==> config.mk <==
export PLATFORM = sky130hd
export DESIGN_NAME = shift_result_serializer
export DESIGN_NICKNAME = d
export VERILOG_FILES = /design/src/rtl/shift_ser_pkg.sv /design/src/rtl/shift_result_serializer.sv
export SDC_FILE = /design/constraint.sdc
export NUM_CORES = 1
export LEC_CHECK = 0
export BUFFER_PORTS_ARGS = -buffer_cell sky130_fd_sc_hd__buf_2
export CORE_MARGIN = 2
export CORE_UTILIZATION = 48
export CTS_CLUSTER_DIAMETER = 30
export DETAILED_ROUTE_END_ITERATION = 8
export HOLD_SLACK_MARGIN = 0.06
export MAX_ROUTING_LAYER = met4
export PLACE_DENSITY = 0.76
export SYNTH_ARGS = -nofsm -noshare
export SYNTH_HDL_FRONTEND = slang
export SYNTH_SLANG_ARGS = --single-unit
==> constraint.sdc <==
create_clock -name CLK -period 1.45 [get_ports CLK]
set_input_delay 0.29 -clock CLK [delete_from_list [all_inputs] [get_ports CLK]]
set_output_delay 0.29 -clock CLK [all_outputs]
set_load 0.02 [all_outputs]
==> src/rtl/shift_ser_pkg.sv <==
// shift_ser_pkg: shared types and constants for the shift/add result serializer.
// SHIFT_SER_CHECKSUM_EN selects the 4-beat frame (checksum beat last) instead of 3 beats.
package shift_ser_pkg;

    // One state per output beat plus the idle/accept state.
    typedef enum logic [2:0] {
        IDLE = 3'd0,
        B0   = 3'd1,
        B1   = 3'd2,
        B2   = 3'd3,
        BCHK = 3'd4
    } ser_state_e;

    // Beat index values driven on OUT_SEL.
    localparam logic [1:0] SEL_B0  = 2'd0;
    localparam logic [1:0] SEL_B1  = 2'd1;
    localparam logic [1:0] SEL_B2  = 2'd2;
    localparam logic [1:0] SEL_CHK = 2'd3;

    // State that carries the final beat of a frame; OUT_LAST is raised while in it.
`ifdef SHIFT_SER_CHECKSUM_EN
    localparam ser_state_e LAST_BEAT = BCHK;
`else
    localparam ser_state_e LAST_BEAT = B2;
`endif

    // Beat index presented while the FSM sits in a given state (IDLE reads as 0).
    function automatic logic [1:0] state_sel(input ser_state_e s);
        case (s)
            B1:      return SEL_B1;
            B2:      return SEL_B2;
            BCHK:    return SEL_CHK;
            default: return SEL_B0;
        endcase
    endfunction

endpackage

==> src/rtl/shift_result_serializer.sv <==
// shift_result_serializer: captures the three shift/add results (A>>2, B<<2, A+B) as one frame
// and streams them out one beat per valid/ready transfer, counting completed frames.
// Define SHIFT_SER_CHECKSUM_EN to append a fourth beat carrying IN1^IN2^IN3 (OUT_SEL = 3).
module shift_result_serializer
    import shift_ser_pkg::*;
#(
    parameter int unsigned WIDTH = 8,
    parameter int unsigned CNT_W = 8
) (
    input  logic             CLK,
    input  logic             RST,
    input  logic             IN_VALID,
    output logic             IN_READY,
    input  logic [WIDTH:0]   IN1,
    input  logic [WIDTH:0]   IN2,
    input  logic [WIDTH:0]   IN3,
    output logic             OUT_VALID,
    input  logic             OUT_READY,
    output logic [WIDTH:0]   OUT_DATA,
    output logic [1:0]       OUT_SEL,
    output logic             OUT_LAST,
    output logic [CNT_W-1:0] FRAME_CNT
);

    ser_state_e state_q, state_d;

    // Beat 0 goes straight into the output register at capture, so only the
    // later beats need holding registers.
    logic [WIDTH:0] in2_q, in2_d;
    logic [WIDTH:0] in3_q, in3_d;
`ifdef SHIFT_SER_CHECKSUM_EN
    logic [WIDTH:0] chk_q, chk_d;
`endif

    logic             out_valid_q, out_valid_d;
    logic [WIDTH:0]   out_data_q, out_data_d;
    logic [1:0]       out_sel_q, out_sel_d;
    logic             out_last_q, out_last_d;
    logic [CNT_W-1:0] frame_cnt_q, frame_cnt_d;

    logic beat_xfer;
    logic frame_done;

    assign beat_xfer = out_valid_q && OUT_READY;

    // Only IDLE accepts; reset blocks acceptance combinationally.
    assign IN_READY  = (state_q == IDLE) && !RST;

    assign OUT_VALID = out_valid_q;
    assign OUT_DATA  = out_data_q;
    assign OUT_SEL   = out_sel_q;
    assign OUT_LAST  = out_last_q;
    assign FRAME_CNT = frame_cnt_q;

    // Next-state, frame capture and next output beat selection.
    always_comb begin
        state_d     = state_q;
        in2_d       = in2_q;
        in3_d       = in3_q;
`ifdef SHIFT_SER_CHECKSUM_EN
        chk_d       = chk_q;
`endif
        out_valid_d = out_valid_q;
        out_data_d  = out_data_q;
        frame_cnt_d = frame_cnt_q;
        frame_done  = 1'b0;

        unique case (state_q)
            IDLE: begin
                // Reset overrides this in the register stage, so IN_VALID alone suffices.
                if (IN_VALID) begin
                    in2_d       = IN2;
                    in3_d       = IN3;
`ifdef SHIFT_SER_CHECKSUM_EN
                    chk_d       = IN1 ^ IN2 ^ IN3;
`endif
                    out_valid_d = 1'b1;
                    out_data_d  = IN1;
                    state_d     = B0;
                end
            end
            B0: begin
                if (beat_xfer) begin
                    out_data_d = in2_q;
                    state_d    = B1;
                end
            end
            B1: begin
                if (beat_xfer) begin
                    out_data_d = in3_q;
                    state_d    = B2;
                end
            end
            B2: begin
                if (beat_xfer) begin
`ifdef SHIFT_SER_CHECKSUM_EN
                    out_data_d = chk_q;
                    state_d    = BCHK;
`else
                    frame_done = 1'b1;
`endif
                end
            end
`ifdef SHIFT_SER_CHECKSUM_EN
            BCHK: begin
                if (beat_xfer) begin
                    frame_done = 1'b1;
                end
            end
`endif
            default: begin
                state_d = IDLE;
            end
        endcase

        // Last beat gone: drop valid with no gap cycle and count the frame.
        if (frame_done) begin
            state_d     = IDLE;
            out_valid_d = 1'b0;
            out_data_d  = '0;
            frame_cnt_d = frame_cnt_q + CNT_W'(1);
        end

        // Index and last flag follow the state being entered, so they stay aligned with data.
        out_sel_d  = state_sel(state_d);
        out_last_d = (state_d == LAST_BEAT);
    end

    // FSM state and frame holding registers, synchronous reset.
    always_ff @(posedge CLK) begin
        if (RST) begin
            state_q <= IDLE;
            in2_q   <= '0;
            in3_q   <= '0;
`ifdef SHIFT_SER_CHECKSUM_EN
            chk_q   <= '0;
`endif
        end else begin
            state_q <= state_d;
            in2_q   <= in2_d;
            in3_q   <= in3_d;
`ifdef SHIFT_SER_CHECKSUM_EN
            chk_q   <= chk_d;
`endif
        end
    end

    // Registered outputs and frame counter; reset discards any frame in flight.
    always_ff @(posedge CLK) begin
        if (RST) begin
            out_valid_q <= 1'b0;
            out_data_q  <= '0;
            out_sel_q   <= SEL_B0;
            out_last_q  <= 1'b0;
            frame_cnt_q <= '0;
        end else begin
            out_valid_q <= out_valid_d;
            out_data_q  <= out_data_d;
            out_sel_q   <= out_sel_d;
            out_last_q  <= out_last_d;
            frame_cnt_q <= frame_cnt_d;
        end
    end

endmodule

; ---- Yosys cells after proc, flatten, opt, wreduce, memory -nomap -nowiden
; Cells that the tools add are included.
[classes]
add_sub_neg = 1
n_eq_ne = 9
n_mux = 12
reduce_logical = 8
[ops]
columns = op, count
row1 = $mux W9, 3
row2 = $pmux W9 S3, 1
row3 = $eq A3 B2 Y1 const B, 4
row4 = $mux W3, 4
row5 = $pmux W3 S4, 1
row6 = $add A8 B1 Y8 const B, 1
row7 = $ne A2 B2 Y1 const B, 3
row8 = $pmux W2 S3, 1
row9 = $reduce_and A4 Y1, 1
row10 = $eq A3 B1 Y1 const B, 1
row11 = $eq A3 B3 Y1 const B, 1
row12 = $logic_not A3 Y1, 1
row13 = $reduce_bool A3 Y1, 1
row14 = $logic_and A1 B1 Y1, 2
row15 = $mux W1, 2
row16 = $reduce_and A2 Y1, 1
row17 = $reduce_or A2 Y1, 1
row18 = $logic_not A1 Y1, 1
[totals]
register_bits = 42
in_bits = 31
output_inout_bits = 22
elab_cells = 38

; ---- Depth between registers and ports, before layout
[logic_depth]
word_depth = 6
ltp_mapped = 6
mapped_depth_nobuf = 4

; ---- Worst setup path before layout
; No wires, ideal clock.
[synth_path]
kind = reg-to-output
from = register state_q[0]
to = output IN_READY
arrival_ns = 1.346
required_time_ns = 1.160
setup_slack_ns = -0.186
stages_incl_launch_ff = 4
n_path_buf = 2
path_cell_list = dfxtp_1 -> buf_4 -> buf_2 -> nor4_1
[synth_via]
elab_chain_cells = 2
[synth_rtl]
columns = element, line_no
row1 = start: declaration, shift_result_serializer.sv:25  ; ser_state_e state_q, state_d;
row2 = start signal: assignment, shift_result_serializer.sv:139  ; state_q <= state_d;
row3 = $logic_not A3 Y1, shift_result_serializer.sv:47  ; assign IN_READY = (state_q == IDLE) && !RST;
row4 = $logic_and A1 B1 Y1, shift_result_serializer.sv:47
row5 = end: declaration, shift_result_serializer.sv:13  ; output logic IN_READY,
; No other way between the ends.

; ---- Final worst setup path
[layout_path]
from = register state_q[1]
to = output IN_READY
; The elaborated chain is that of the path after synthesis.

==> results.json <==
{
  "finalWeightedCongestion": 0.874,
  "crit_arrival_ps": 1180,
  "most-common-layout-cells": "buf_2, nand2_1, dfxtp_1",
  "violated_checks": "negative setup slack",
  "vdd.ir_drop.worst_mv": 0.562,
  "setup_slack_ps": -17.5,
  "synthToLayoutAreaGrowth_pct": 31.0,
  "cts_inserted_buffers": 5,
  "timing_worst_setup_path_type": "reg -> out",
  "post_synth_inst_count": 247,
  "syn_area_mm2": 0.00213,
  "cell_with_the_largest_stage_delay_on_the_worst_path": "dfxtp_2",
  "worst_skew_pair.late_latency_ps": 300,
  "detailed_place_hpwl_mm": 3.57,
  "critical_path.cell_chain": "buf_6 -> nor4_4 -> buf_4",
  "antenna_found_initial": 0,
  "finish.cell_count_without_fillers": 364,
  "synthDistinctLibCells": 37,
  "yosysTopAreaCellShare_pct": 39.6,
  "dieArea_mm2": 0.00498,
  "critical_path_required_ps": 1160,
  "antenna_cells_inserted": 0,
  "global_route.overflow_total": 0,
  "floorplan.initialDensity_pct": 49.2,
  "synth-async-reset-ratio_pct": 0,
  "cts_tree": "built",
  "finalSetupTns_ps": -20.5,
  "cts.sink_count": 42,
  "power_mw": 2.57,
  "seq_area_frac_synth_pct": 39.6,
  "globalRouteTotalUtil_pct": 22.9,
  "pre_cts_slack_ps": -22.1,
  "drt_iter0_drc": 117,
  "grt_start_max_net_pins": 20,
  "rows": 24,
  "io-pin-count": 53,
  "detailed_place.area_mm2": 0.00250,
  "fraction_of_layout_instances_using_a_drive_strength_above_1_pct": 37.5,
  "synth.avg_cell_area_um2": 8.61,
  "critical_path.startpoint": "state_q[1]$_SDFF_PP0_",
  "yosysWarnings": 0,
  "critPathMaxStageDelay_ps": 350,
  "grt_pass1_vias": 1845,
  "fp.coreArea_mm2": 0.00432,
  "antenna_left": 0,
  "setup_repair_after_global_routing_missed_its_margin": "yes",
  "fin_crit_ps": 1470,
  "cts_root_buffer": "clkbuf_8",
  "routed_length_per_instance_um": 14.6,
  "clock.fmax_mhz": 681,
  "placedCellCount": 349,
  "yosysTopAreaCell": "dfxtp_1",
  "nNetsFinal": 343,
  "worst_setup_path_end_kind": "output port",
  "max_h_tree_level": 2,
  "run_status": "finished with violations",
  "buffer_ports.inserted": 52,
  "slew_violations": 0,
  "dr.pass1.iters": 4,
  "maxCapViolations": 0,
  "critPathLaunchType": "flop",
  "die_height_um": 70.6,
  "power_density_mw_per_mm2": 921,
  "clock_tree.buffer_depth": 2,
  "mappedNetlistNets": 279,
  "mostFrequentLayoutCell": "buf_2",
  "ys_seq_elements": 42,
  "hp-start": "IN3[3]",
  "worstPathMaxFanout": 3,
  "hold_class": "in -> reg",
  "timing.hold.ws_ps": 221,
  "design_area_mm2": 0.00279,
  "drc": 0,
  "layout.core_utilization_pct": 64.4,
  "vias_per_cell": 5.57,
  "via_count": 2029,
  "finClkSkew_ps": 5.83,
  "count_of_final_hold_check_violations": 0,
  "synth-main-ff-cell": "dfxtp_1",
  "share_of_the_clock_period_used_by_the_worst_path_pct": 101,
  "clk_pin_slew_ps": 80,
  "endpoints_failing_setup": 2,
  "die_boundary_width_um": 70.6,
  "area_contributors_post_synth": "dfxtp_1, a211oi_1, nand2_1, a21oi_1, o32a_1",
  "synth_enable_flop_cells": 0,
  "drt_wl_total_mm": 5.30,
  "wire_length_of_the_first_global_routing_pass_mm": 8.74,
  "leakagePower_nw": 1.10,
  "reg2reg_from": "state_q[1]$_SDFF_PP0_"
}
==> cells by family after synthesis <==
family	Yosys count	share of synthesized area (%)
compound gates	72	23.7
xor+xnor	2	1.18
fa+ha+maj	1	0.588
buf+inv	27	7.71
flops	42	39.6
mux	2	1.06
other cells	1	0.176
simple gates	100	26.1
==> flip-flops by register name (all words and copies together), names as in the netlist <==
name / flops
OUT_VALID: 1
FRAME_CNT: 8
state_q: 3
in2_q: 9
OUT_SEL: 2
OUT_LAST: 1
OUT_DATA: 9
in3_q: 9
==> routing by layer <==
layer / vias up / GRT usage [%] / routed length, um
met1: 934 / 28.7 / 2400
li1: 1020 / - / -
met3: 9 / 5.41 / 257
met4: 0 / 7.34 / 83
met5: - / - / 0
met2: 66 / 36.9 / 2560
==> what timing repair did <==
| action | in CTS | in global routing |
|---|---|---|
| pin swaps | 1 | 5 |
| buffers inserted | 3 | 3 |
| hold buffers | 0 | 0 |
| cloned | 1 | 0 |
| setup endpoints to repair | 24 | 34 |
| resized for setup | 18 | 15 |
==> synthesized netlist by cell type (all sizes together), types with 3 or more instances <==
library cell / number
dfxtp: 42
nand2: 40
a21oi: 24
a211oi: 21
buf: 17
nor2b: 12
nor3: 9
nor3b: 9
o21bai: 9
o32a: 9
clkbuf: 8
nor4: 5
nand3: 4
nor2: 4
o31ai: 4
or4: 4
a21o: 3
nand2b: 3
nand4: 3
==> where the power goes <==
| part | switching (mW) | internal (mW) |
|---|---|---|
| combinational | 0.226 | 0.191 |
| sequential | 0.0324 | 1.20 |
| clock | 0.402 | 0.514 |
| total | 0.660 | 1.91 |
==> worst max-delay path: cells and delay by family, from the launching register on <==
kind          cells  cell delay, ps
buf+inv           2             290
flops             1             350
simple gates      1             250
==> layout make-up <==
cell class,instances,area (um2)
clock inverters,2,37.5
well taps,52,65.1
multi-input cells,178,1200
clock buffers,6,72.6
flip-flops and latches,42,847
repair buffers,82,554
fillers,376,1540
inverters,2,7.51
==> worst paths after layout <==
check	endpoint	slack, ps	cells after the start
max	IN_READY	-20	3
min	in3_q[3]$_SDFFE_PP0P_	220	3
max reg2reg	in2_q[7]$_SDFFE_PP0P_	0	5
min reg2reg	in2_q[1]$_SDFFE_PP0P_	460	2
Note: power is estimated with default switching activity, not from simulation.
